`config.mk`:
```
export PLATFORM = sky130hd
export DESIGN_NAME = uart_tx_fifo
export DESIGN_NICKNAME = d
export VERILOG_FILES = /design/src/rtl/uart_tx_fifo.sv
export SDC_FILE = /design/constraint.sdc
export NUM_CORES = 1
export LEC_CHECK = 0
export CORE_ASPECT_RATIO = 1.5
export CORE_UTILIZATION = 64
export CTS_BUF_LIST = sky130_fd_sc_hd__clkbuf_8
export CTS_CLUSTER_SIZE = 30
export DETAILED_ROUTE_END_ITERATION = 10
export PLACE_DENSITY = 0.94
export SYNTH_ARGS = -nofsm -noshare
export SYNTH_HDL_FRONTEND = slang
export SYNTH_SLANG_ARGS = --single-unit
```
`constraint.sdc`:
```
create_clock -name i_clk -period 4.4 [get_ports i_clk]
set_input_delay 1.32 -clock i_clk [delete_from_list [all_inputs] [get_ports i_clk]]
set_output_delay 1.32 -clock i_clk [all_outputs]
set_load 0.01 [all_outputs]
```
`src/rtl/uart_tx_fifo.sv`:
```
`default_nettype none
// +--------------------------------------------------------------------+
// | Module   : uart_tx_fifo                                            |
// | Purpose  : 8N1 UART transmitter fed through a valid/ready byte     |
// |            FIFO. Frames are sent LSB first, CLKS_PER_BIT clocks    |
// |            per bit, with 1 or 2 stop bits.                         |
// | Revision : 1.0 - initial release                                   |
// +--------------------------------------------------------------------+
module uart_tx_fifo #(
  parameter int CLKS_PER_BIT = 173,
  parameter int DEPTH_LOG2   = 4,
  parameter int STOP_BITS    = 1
) (
  input  logic                i_clk,
  input  logic                i_rst_n,
  input  logic [7:0]          i_data,
  input  logic                i_valid,
  output logic                o_ready,
  output logic                o_tx,
  output logic                o_busy,
  output logic [DEPTH_LOG2:0] o_count
);

  localparam int c_CNT_W = (CLKS_PER_BIT > 1) ? $clog2(CLKS_PER_BIT) : 1;
  localparam int c_DEPTH = 1 << DEPTH_LOG2;
  localparam logic [c_CNT_W-1:0]  c_CNT_LAST  = c_CNT_W'(CLKS_PER_BIT - 1);
  localparam logic [DEPTH_LOG2:0] c_FULL      = (DEPTH_LOG2 + 1)'(c_DEPTH);
  localparam logic [2:0]          c_STOP_LAST = 3'(STOP_BITS - 1);

  typedef enum logic [1:0] {
    IDLE  = 2'd0,
    START = 2'd1,
    DATA  = 2'd2,
    STOP  = 2'd3
  } state_t;

  // FIFO storage and pointers (one extra bit distinguishes full from empty)
  logic [7:0]          r_mem [c_DEPTH];
  logic [DEPTH_LOG2:0] r_wr_ptr;
  logic [DEPTH_LOG2:0] r_rd_ptr;
  logic [DEPTH_LOG2:0] w_count;
  logic                w_empty;
  logic                w_push;
  logic                w_pop;
  logic [7:0]          w_head;

  // Serialiser state
  state_t              r_state;
  state_t              w_state_next;
  logic [c_CNT_W-1:0]  r_cnt;
  logic [c_CNT_W-1:0]  w_cnt_next;
  logic [2:0]          r_bit_idx;
  logic [2:0]          w_bit_idx_next;
  logic [7:0]          r_shift;
  logic [7:0]          w_shift_next;
  logic                r_tx;
  logic                w_tx_next;
  logic                w_bit_end;

  // Ready depends only on pointer registers, never on i_valid
  assign w_count   = r_wr_ptr - r_rd_ptr;
  assign w_empty   = (w_count == '0);
  assign o_ready   = (w_count != c_FULL);
  assign w_push    = i_valid && o_ready;
  assign w_head    = r_mem[r_rd_ptr[DEPTH_LOG2-1:0]];
  assign w_bit_end = (r_cnt == c_CNT_LAST);

  assign o_count = w_count;
  assign o_tx    = r_tx;
  assign o_busy  = (r_state != IDLE) || !w_empty;

  // FIFO storage: written on every accepted byte, no reset needed
  always_ff @(posedge i_clk) begin
    if (w_push) begin
      r_mem[r_wr_ptr[DEPTH_LOG2-1:0]] <= i_data;
    end
  end

  // FIFO pointers advance independently, so push+pop keeps the count
  always_ff @(posedge i_clk or negedge i_rst_n) begin
    if (!i_rst_n) begin
      r_wr_ptr <= '0;
      r_rd_ptr <= '0;
    end else begin
      if (w_push) r_wr_ptr <= r_wr_ptr + 1'b1;
      if (w_pop)  r_rd_ptr <= r_rd_ptr + 1'b1;
    end
  end

  // Serialiser registers; the line level is registered from the next state
  always_ff @(posedge i_clk or negedge i_rst_n) begin
    if (!i_rst_n) begin
      r_state   <= IDLE;
      r_cnt     <= '0;
      r_bit_idx <= '0;
      r_shift   <= '0;
      r_tx      <= 1'b1;
    end else begin
      r_state   <= w_state_next;
      r_cnt     <= w_cnt_next;
      r_bit_idx <= w_bit_idx_next;
      r_shift   <= w_shift_next;
      r_tx      <= w_tx_next;
    end
  end

  // Next-state, baud/bit counting and the line level of the coming cycle
  always_comb begin
    w_state_next   = r_state;
    w_cnt_next     = r_cnt;
    w_bit_idx_next = r_bit_idx;
    w_shift_next   = r_shift;
    w_tx_next      = r_tx;
    w_pop          = 1'b0;
    case (r_state)
      IDLE: begin
        w_tx_next  = 1'b1;
        w_cnt_next = '0;
        if (!w_empty) begin
          w_pop        = 1'b1;
          w_shift_next = w_head;
          w_state_next = START;
          w_tx_next    = 1'b0;
        end
      end
      START: begin
        if (w_bit_end) begin
          w_cnt_next     = '0;
          w_bit_idx_next = '0;
          w_state_next   = DATA;
          w_tx_next      = r_shift[0];
        end else begin
          w_cnt_next = r_cnt + 1'b1;
        end
      end
      DATA: begin
        if (w_bit_end) begin
          w_cnt_next   = '0;
          w_shift_next = {1'b0, r_shift[7:1]};
          if (r_bit_idx == 3'd7) begin
            w_bit_idx_next = '0;
            w_state_next   = STOP;
            w_tx_next      = 1'b1;
          end else begin
            w_bit_idx_next = r_bit_idx + 3'd1;
            w_tx_next      = r_shift[1];
          end
        end else begin
          w_cnt_next = r_cnt + 1'b1;
        end
      end
      STOP: begin
        w_tx_next = 1'b1;
        if (w_bit_end) begin
          w_cnt_next = '0;
          if (r_bit_idx == c_STOP_LAST) begin
            w_bit_idx_next = '0;
            // Chain straight into the next frame when a byte is waiting
            if (!w_empty) begin
              w_pop        = 1'b1;
              w_shift_next = w_head;
              w_state_next = START;
              w_tx_next    = 1'b0;
            end else begin
              w_state_next = IDLE;
            end
          end else begin
            w_bit_idx_next = r_bit_idx + 3'd1;
          end
        end else begin
          w_cnt_next = r_cnt + 1'b1;
        end
      end
      default: begin
        w_state_next = IDLE;
        w_tx_next    = 1'b1;
      end
    endcase
  end

endmodule
`default_nettype wire

```
# Yosys cells after proc, flatten, opt, wreduce, memory -nomap -nowiden

Memory sizes are Yosys's and may differ from the RTL's.
Cells that the tools add are included.

Flip-flop bits (word level): 32
Bits of input ports: 11
Memory bits (writable): 128
Memories kept: 1

Memories:

| name  | words | width | read ports | clocked after memory_dff | wr ports | line | RTL |
|---|---|---|---|---|---|---|---|
| r_mem | 16    | 8     | 1          | 0                        | 1        | 38   | `logic [7:0] r_mem [c_DEPTH];` |

Muxes and demuxes: 34
Add/subtract/negate cells: 5
Equal/unequal tests: 12
Reductions and logical operators: 14

Operator list:

| kind                  | count |
|---|---|
| $mux W8               | 5 |
| $pmux W8 S3           | 1 |
| $pmux W8 S2           | 1 |
| $mux W3               | 5 |
| $mux W1               | 12 |
| $mux W2               | 6 |
| $ne A2 B2 Y1 const B  | 6 |
| $add A5 B1 Y5 const B | 2 |
| $pmux W3 S3           | 1 |
| $add A8 B1 Y8 const B | 1 |
| $eq A8 B8 Y1 const B  | 1 |
| $pmux W2 S4           | 1 |
| $reduce_and A4 Y1     | 2 |
| $reduce_and A6 Y1     | 1 |
| $reduce_bool A3 Y1    | 2 |
| $logic_not A5 Y1      | 1 |
| $ne A5 B5 Y1 const B  | 1 |
| $sub A5 B5 Y5         | 1 |
| $eq A2 B2 Y1 const B  | 2 |
| $pmux W1 S4           | 1 |
| $add A3 B1 Y3 const B | 1 |
| $eq A3 B3 Y1 const B  | 1 |
| $logic_not A3 Y1      | 1 |
| $reduce_or A3 Y1      | 1 |
| other kinds (8)       | 8 |

# Logic depth before layout (Yosys ltp)

Gate-level depths: netlist of the first run.

Word-level depth: 6
Gate-level depth with buffers: 10
Depth with buffers taken out: 9

# Least setup slack after synthesis of the first run

OpenSTA, ideal clock, no wires.

Path type: reg2out
Start: register r_rd_ptr[1]
End: output o_busy
Arrival time: 2.504 ns
Setup slack: 0.576 ns
Path buffers: 3
Required time: 3.080 ns
Stages on the path, launching flop included: 10
Cell sequence: dfrtp_1 -> clkbuf_1 -> buf_2 -> inv_1 -> fa_1 -> nand3b_1 -> a211oi_2 -> o22ai_1 -> buf_4 -> or2_2

Cells in the longest elaborated chain, start to end: 4

RTL lines:

| item                   | line | RTL |
|---|---|---|
| start, declared        | 40   | `logic [DEPTH_LOG2:0] r_rd_ptr;` |
| start signal, assigned | 86   | `if (w_pop) r_rd_ptr <= r_rd_ptr + 1'b1;` |
| $sub A5 B5 Y5          | 61   | `assign w_count = r_wr_ptr - r_rd_ptr;` |
| named net o_count[1]   | 21   | `output logic [DEPTH_LOG2:0] o_count` |
| $logic_not A5 Y1       | 62   | `assign w_empty = (w_count == '0);` |
| $logic_not A1 Y1       | --   |  |
| $logic_or A1 B1 Y1     | 70   | `assign o_busy = (r_state != IDLE) \|\| !w_empty;` |
| end, declared          | 20   | `output logic o_busy,` |

The timed path passes the listed nets, and every way through them passes these cells.

# Final worst setup path of the first run

Start: register r_wr_ptr[0]
End: output o_ready

Cells in the longest elaborated chain, start to end: 2

RTL lines:

| item                   | line | RTL |
|---|---|---|
| start, declared        | 39   | `logic [DEPTH_LOG2:0] r_wr_ptr;` |
| start signal, assigned | 85   | `if (w_push) r_wr_ptr <= r_wr_ptr + 1'b1;` |
| $sub A5 B5 Y5          | 61   |  |
| $ne A5 B5 Y1           | 63   | `assign o_ready = (w_count != c_FULL);` |
| end, declared          | 18   | `output logic o_ready,` |

Every way passes these cells.

==> reports/results.txt, run 1 <==
startpoint type of the worst setup path = flip-flop
Clock Root Buffer = clkbuf_8
via count = 3912
PwrDens = 469 nW/um^2
Yosys cell types = 53
Post-Syn Nets = 460
layout cells sized above 1 = 16.7%
final setup fails = 0
DRC = 0
number of buffers inserted during clock tree synthesis = 17
WL met3 = 941 um
Place WS = 0.404 ns
Synth Flop Type = edfxtp_1
Hold Fails Final Rpt = 0
CP Class = reg2out
grt ovf = 0
largest net degree at the start of global routing = 43
antenna fix cells = 0
DIE WIDTH = 87.0 um
Logic pwr share = 17.9%
Total Routing Usage GR = 27.2%
Die Y = 130 um
WP data required = 3.08 ns
Synth-to-Final Area Change = 10.5%
clock buffer depth = 2
Core ar. = 10600 um^2
antenna-violating nets left = 0
final worst clock skew = 0.0114 ns
highest metal layer with signal wires = met4
share of the synthesized area in the top cell type = 55.4%
Sw Ratio = 26.3%
RSZ-0062 raised after global routing = false
nets@finish = 486
Ports = 19
largest cells by area after synthesis = edfxtp_1, dfrtp_1, mux4_2
maximum vdd drop = 0.000266 V
Final min period = 4.31 ns
worst slew pin tran = 0.838 ns
WL per Instance = 22.8 um
H-tree levels = 4
#FFs+latches synth = 160
Final WS setup = 0.0855 ns
CTS sink count = 160
total chip power = 0.00360 W
Reg2Reg Setup Slack = 1.19 ns
area leader, netlist = edfxtp_1
Synth Instances = 429
most common cell after layout, fill and taps aside = edfxtp_1
status = finished clean
DP HPWL = 8850 um
Final Slew Violations = 0
Seq pwr share = 51.4%
I/O Buffers = 18
Register Area = 4650 um^2
first-pass GRT wire length = 21400 um
crit share post-route = 98.1%
1st-iter DRT viols = 396
Pleak = 2.85 nW
Clock power frac = 30.8%
Mapped Area = 6940 um^2
Post-Route Utilization = 72.4%
Max-Cap Viols = 0
syn_area_per_cell = 16.2 um^2
commonest cells after routing, fill and taps aside = edfxtp_1, dfrtp_1, mux4_2
setup TNS = 0 ns
initial antenna violation count = 1
die area = 11300 um^2
sequential cell area fraction in the yosys report = 66.9%
hold crit path type = reg2reg
Std-Cell Rows = 46
Net Switching = 0.000945 W
gpl congestion = 0.823
vias in the first global route = 3992
P_int = 0.00265 W
number of synthesized flops with an enable pin = 128
Setup crit end kind = output port
Max Clk Rate = 232 MHz
Filler Cell Count = 658
Rel. slew slack = 44.0%
via/cell ratio = 6.40
fraction of registers with async set/reset = 20.0%
area occupied by multi-input gates = 2140 um^2
Detailed Route WL = 13900 um
Ys Warns = 0
initial core utilization = 65.5%
Reg clk slew, reported paths = 0.08 ns
met2 WL = 7430 um
Worst EP arrival = 2.99 ns
clock insertion delay at the later pin of the skew report = 0.45 ns
routed length on met1 = 5070 um
CTS tree = built
drt pass-1 iters = 5
CP max FO = 6
[kinds of logic after synthesis]
| logic type | share of synthesized area [%] |
|---|---|
| flops | 66.9 |
| simple gates | 7.41 |
| compound gates | 5.53 |
| mux | 11.8 |
| buf+inv | 2.47 |
| fa+ha+maj | 3.71 |
| xor+xnor | 2.15 |
[state kept, by name, summed over array words and instances (netlist names)]
| signal | cells |
|---|---|
| r_rd_ptr | 5 |
| o_tx | 1 |
| r_shift | 8 |
| r_wr_ptr | 5 |
| r_bit_idx | 3 |
| r_mem | 128 |
| r_state | 2 |
| r_cnt | 8 |
[power by group through the flow]
stage               clock network, W  logic [W]  registers, W
finish                       0.00111   0.000643       0.00185
global route                 0.00118   0.000684       0.00186
CTS                          0.00112   0.000631       0.00185
detailed placement                 0   0.000610       0.00188
global placement                   0   0.000572       0.00186
floorplan                          0   0.000366       0.00186
[worst max-delay path: stages (launching register included)]
cell,delay [ns]
dfrtp_1,0.43
inv_2,0.11
ha_1,0.18
inv_1,0.06
fa_1,0.47
nand3b_1,0.22
a211oi_2,0.27
buf_4,0.17
o211ai_2,0.14
clkdlybuf4s50_1,0.51
[through the flow]
stage                     area (um^2)  cells  hold slack (ns)
after floorplan                  6940    429            0.459
after global placement           7240    579            0.473
after detailed placement         7240    579            0.483
after CTS                        7660    611            0.498
after global routing             7670    611            0.504
final                            7670    611            0.496
[cells in the mapped netlist, types with 11 or more instances]
| cell type | instances |
|---|---|
| edfxtp_1 | 128 |
| dfrtp_1 | 31 |
| mux4_2 | 25 |
| and3_1 | 21 |
| inv_1 | 20 |
| ha_1 | 19 |
| mux2i_1 | 15 |
| a21oi_1 | 12 |
| nand3_1 | 11 |
| nor2_1 | 11 |
| nor2b_1 | 11 |
[final timing paths]
path                                to  depth (start not counted)        start
min                        r_wr_ptr[4]                          1  r_wr_ptr[4]
max reg2reg                r_mem[7][6]                          9  r_wr_ptr[0]
min reg2reg                r_wr_ptr[4]                          1  r_wr_ptr[4]
max                            o_ready                          9  r_wr_ptr[0]
max in group asynchronous         o_tx                          2      i_rst_n
min in group asynchronous  r_rd_ptr[4]                          2      i_rst_n
[area by class of cell]
cell class,instances,share of cell area (%)
tap,144,2.35
timing repair buffer,24,2.92
sequential,160,60.6
clock inverter,14,2.27
multi-input combinational,232,27.9
inverter,20,0.978
clock buffer,17,3.05
[repair_timing]
action	4_1_cts	5_1_grt
endpoints found under the setup margin	1	1
pin swaps	1	1
setup buffers	1	0
hold buffers	0	0
gates cloned	0	0
resized for setup	3	2
[metal layers]
| metal | vias to the layer above | track usage [%] |
|---|---|---|
| li1 | 1711 | - |
| met1 | 1960 | 32.8 |
| met2 | 206 | 46.1 |
| met3 | 35 | 6.43 |
| met4 | 0 | 12.9 |
| met5 | - | 0 |
Power figures use the tool's default switching activity.
==> run 2, diff against run 1 <==
- ABC_AREA: not set -> 1
- CTS_CLUSTER_DIAMETER: not set -> 60
- CTS_CLUSTER_SIZE: 30 -> 25
==> run 2 against run 1 <==
  * Count of clock-buffer cells in the layout is 1 higher
  * Cell count is 39% higher
  * Core utilization is 0.84 points lower
  * Via count is 33% higher
  * Sequential cell count stayed put
  * Clock skew is 0.0015 ns higher
  * Synthesized cell count is 55% higher
  * Global-route usage is 3.4 points higher
  * Die area is 3.2% higher
  * Worst setup slack better by 0.068 ns
  * Cell area is 2.6% higher
  * Sequential share of layout area is 1.6 points lower
  * Critical endpoint is now o_busy
==> reports/results.txt, run 2 <==
status = finished clean
Clock Root Buffer = clkbuf_8
#FFs+latches synth = 160
WL per Instance = 19.3 um
initial antenna violation count = 0
Worst EP arrival = 2.93 ns
Ys Warns = 0
grt ovf = 0
Filler Cell Count = 720
CTS tree = built
Reg clk slew, reported paths = 0.09 ns
Synth Flop Type = edfxtp_1
Core ar. = 11000 um^2
Max-Cap Viols = 0
DP HPWL = 10200 um
Setup crit end kind = output port
Cell Chain, Critical Path = buf_4 -> clkinvlp_4 -> ha_1 -> a21oi_1 -> nand2_1 -> nand2_1 -> nand3_2 -> nor2_2 -> nand2_2 -> clkdlybuf4s50_1
DP Cell Count = 813
Final Slew Violations = 0
H-tree levels = 4
Pleak = 3.00 nW
hold crit path type = reg2reg
largest net degree at the start of global routing = 69
final setup fails = 0
CTS Hold Buffers Added = 0
WP data required = 3.08 ns
cell mode on critical path = nand2_1
area leader, netlist = edfxtp_1
commonest cells after routing, fill and taps aside = edfxtp_1, nand2_1, nor2_1
Mapped Area = 7170 um^2
clock insertion delay at the later pin of the skew report = 0.46 ns
hold path endpoint = r_shift[3]
fin area = 7880 um^2
layout cells sized above 1 = 10.3%
drt pass-1 iters = 6
number of synthesized flops with an enable pin = 128
Final WS setup = 0.154 ns
Place WS = 0.540 ns
Synth-to-Final Area Change = 9.88%
Reg2Reg Setup Slack = 1.03 ns
number of buffers inserted during clock tree synthesis = 17
CP max FO = 14
Crit Reg-Reg Endpoint = r_mem[9][6]
DIE WIDTH = 88.4 um
first-pass GRT wire length = 26100 um
nets@finish = 718
Detailed Route WL = 16400 um
Ports = 19
Crit-path slowest cell = clkdlybuf4s50_1
startpoint type of the worst setup path = flip-flop
Total Routing Usage GR = 30.6%
1st-iter DRT viols = 722
crit share post-route = 96.5%
hold_sp = r_shift[3]
fraction of registers with async set/reset = 20.0%
CP Class = reg2out
initial core utilization = 65.2%
cell with the most instances after synthesis = edfxtp_1
clock buffer depth = 2
final std cells w/o fill = 847
Std-Cell Rows = 47
CTS sink count = 160
syn_area_per_cell = 10.7 um^2
DRC = 0
die area = 11600 um^2
I/O Buffers = 18
via/cell ratio = 6.12
antenna fix cells = 0
maximum vdd drop = 0.000273 V
top cells by count, synth = edfxtp_1, nand2_1, nor2_1
Final min period = 4.25 ns
Post-Syn Nets = 698
Worst setup startpoint = r_rd_ptr[2]
Synth Instances = 667
Max Clk Rate = 235 MHz
PwrDens = 451 nW/um^2
final worst clock skew = 0.0129 ns
max reg flops = 128
Worst Hold Depth = 2
peak per-stage delay on the critical path = 0.48 ns
gpl congestion = 0.880
antenna-violating nets left = 0
Rel. slew slack = 35.5%
share of the synthesized area in the top cell type = 53.6%
reg2reg start = r_rd_ptr[2]
vias in the first global route = 5119
worst slew pin tran = 0.964 ns
Hold Fails Final Rpt = 0
most common cell after layout, fill and taps aside = edfxtp_1
via count = 5187
Worst Reg-to-Reg Cells = 12
Die Y = 132 um
largest cells by area after synthesis = edfxtp_1, dfrtp_1, nand2_1
sequential cell area fraction in the yosys report = 64.8%
placed inst area = 7460 um^2
Yosys cell types = 33
==> run 2: cell types whose count changed in the layout (fill, tap and decap cells not counted), sizes merged, moves of 9 or more <==
cell	previous run	this run
o211ai	2	12
inv	23	44
nand2	10	132
nor2b	11	0
nor2	12	104
mux2i	15	0
a211oi	9	0
mux4	25	0
and3	21	0
nand3	11	64
o21ai	4	60
mux2	9	0
==> run 2: metal layers <==
metal | part of all wire (%) | up-vias | GRT usage (%)
met4 | 3.9 | 0 | 15.2
li1 | - | 2330 | -
met3 | 7.5 | 56 | 5.78
met2 | 53 | 341 | 50.6
met1 | 36 | 2460 | 38.0
met5 | 0 | - | 0
==> run 2: how the worst max path moves through the flow <==
stage	depth (start not counted)	endpoint	slack [ns]
4_1_cts	10	o_busy	0.05
2_1_floorplan	8	o_busy	1.04
5_1_grt	10	o_busy	-0.0005
3_5_place_dp	10	o_busy	0.54
3_3_place_gp	10	o_busy	0.62
6_report	10	o_busy	0.15
==> run 2: repair_timing <==
item | 4_1_cts | 5_1_grt
resized for setup | 0 | 1
setup buffers | 0 | 2
setup endpoints to repair | 0 | 1
==> run 2: metrics by stage <==
stage / total power [W] / util, % / hold slack, ns / TNS, ns
after floorplan: 0.00223 / - / 0.442 / 0
after global placement: 0.00243 / 67.8 / 0.456 / 0
after detailed placement: 0.00247 / 67.8 / 0.467 / 0
after CTS: 0.00354 / 71.4 / 0.500 / 0
after global routing: 0.00370 / 71.6 / 0.524 / -0.000480
final: 0.00355 / 71.6 / 0.498 / 0
==> run 2: worst max-delay path, delay by kind of cell, from the launching register on <==
family                     cells  cell delay, ns
adders and majority gates      1            0.40
AOI/OAI and AO/OA              1            0.25
buffers and inverters          3            0.94
and+or+nand+nor                5            0.54
DFF                            1            0.35
==> run 2: layout make-up <==
cell class,count,area (um^2),area share (%)
well taps,147,184,2.34
inverters,40,156,1.99
clock inverters,14,151,1.92
flip-flops and latches,160,4650,59.0
clock buffers,18,248,3.15
repair buffers,26,240,3.05
multi-input cells,442,2250,28.6
==> run 2: logic make-up after synthesis <==
kind of cell             after synthesis  share of synthesized area [%]
adder cells (fa/ha/maj)               20                           3.60
flip-flops                           160                           64.8
buffers and inverters                 65                           3.81
AO/OA/AOI/OAI                         97                           7.77
AND/OR/NAND/NOR                      317                           19.0
XOR/XNOR                               8                          0.978
==> run 2: power by group <==
group | internal [W] | leakage [nW] | switching [W]
logic | 0.000218 | 1.24 | 0.000396
registers | 0.00179 | 1.55 | 0.0000603
clock network | 0.000529 | 0.207 | 0.000562
==> run 3, diff against run 2 <==
- SLEW_MARGIN: not set -> 10
==> results of run 3 <==
Same layout as run 2: the final DEF is identical, and so are final timing and power.
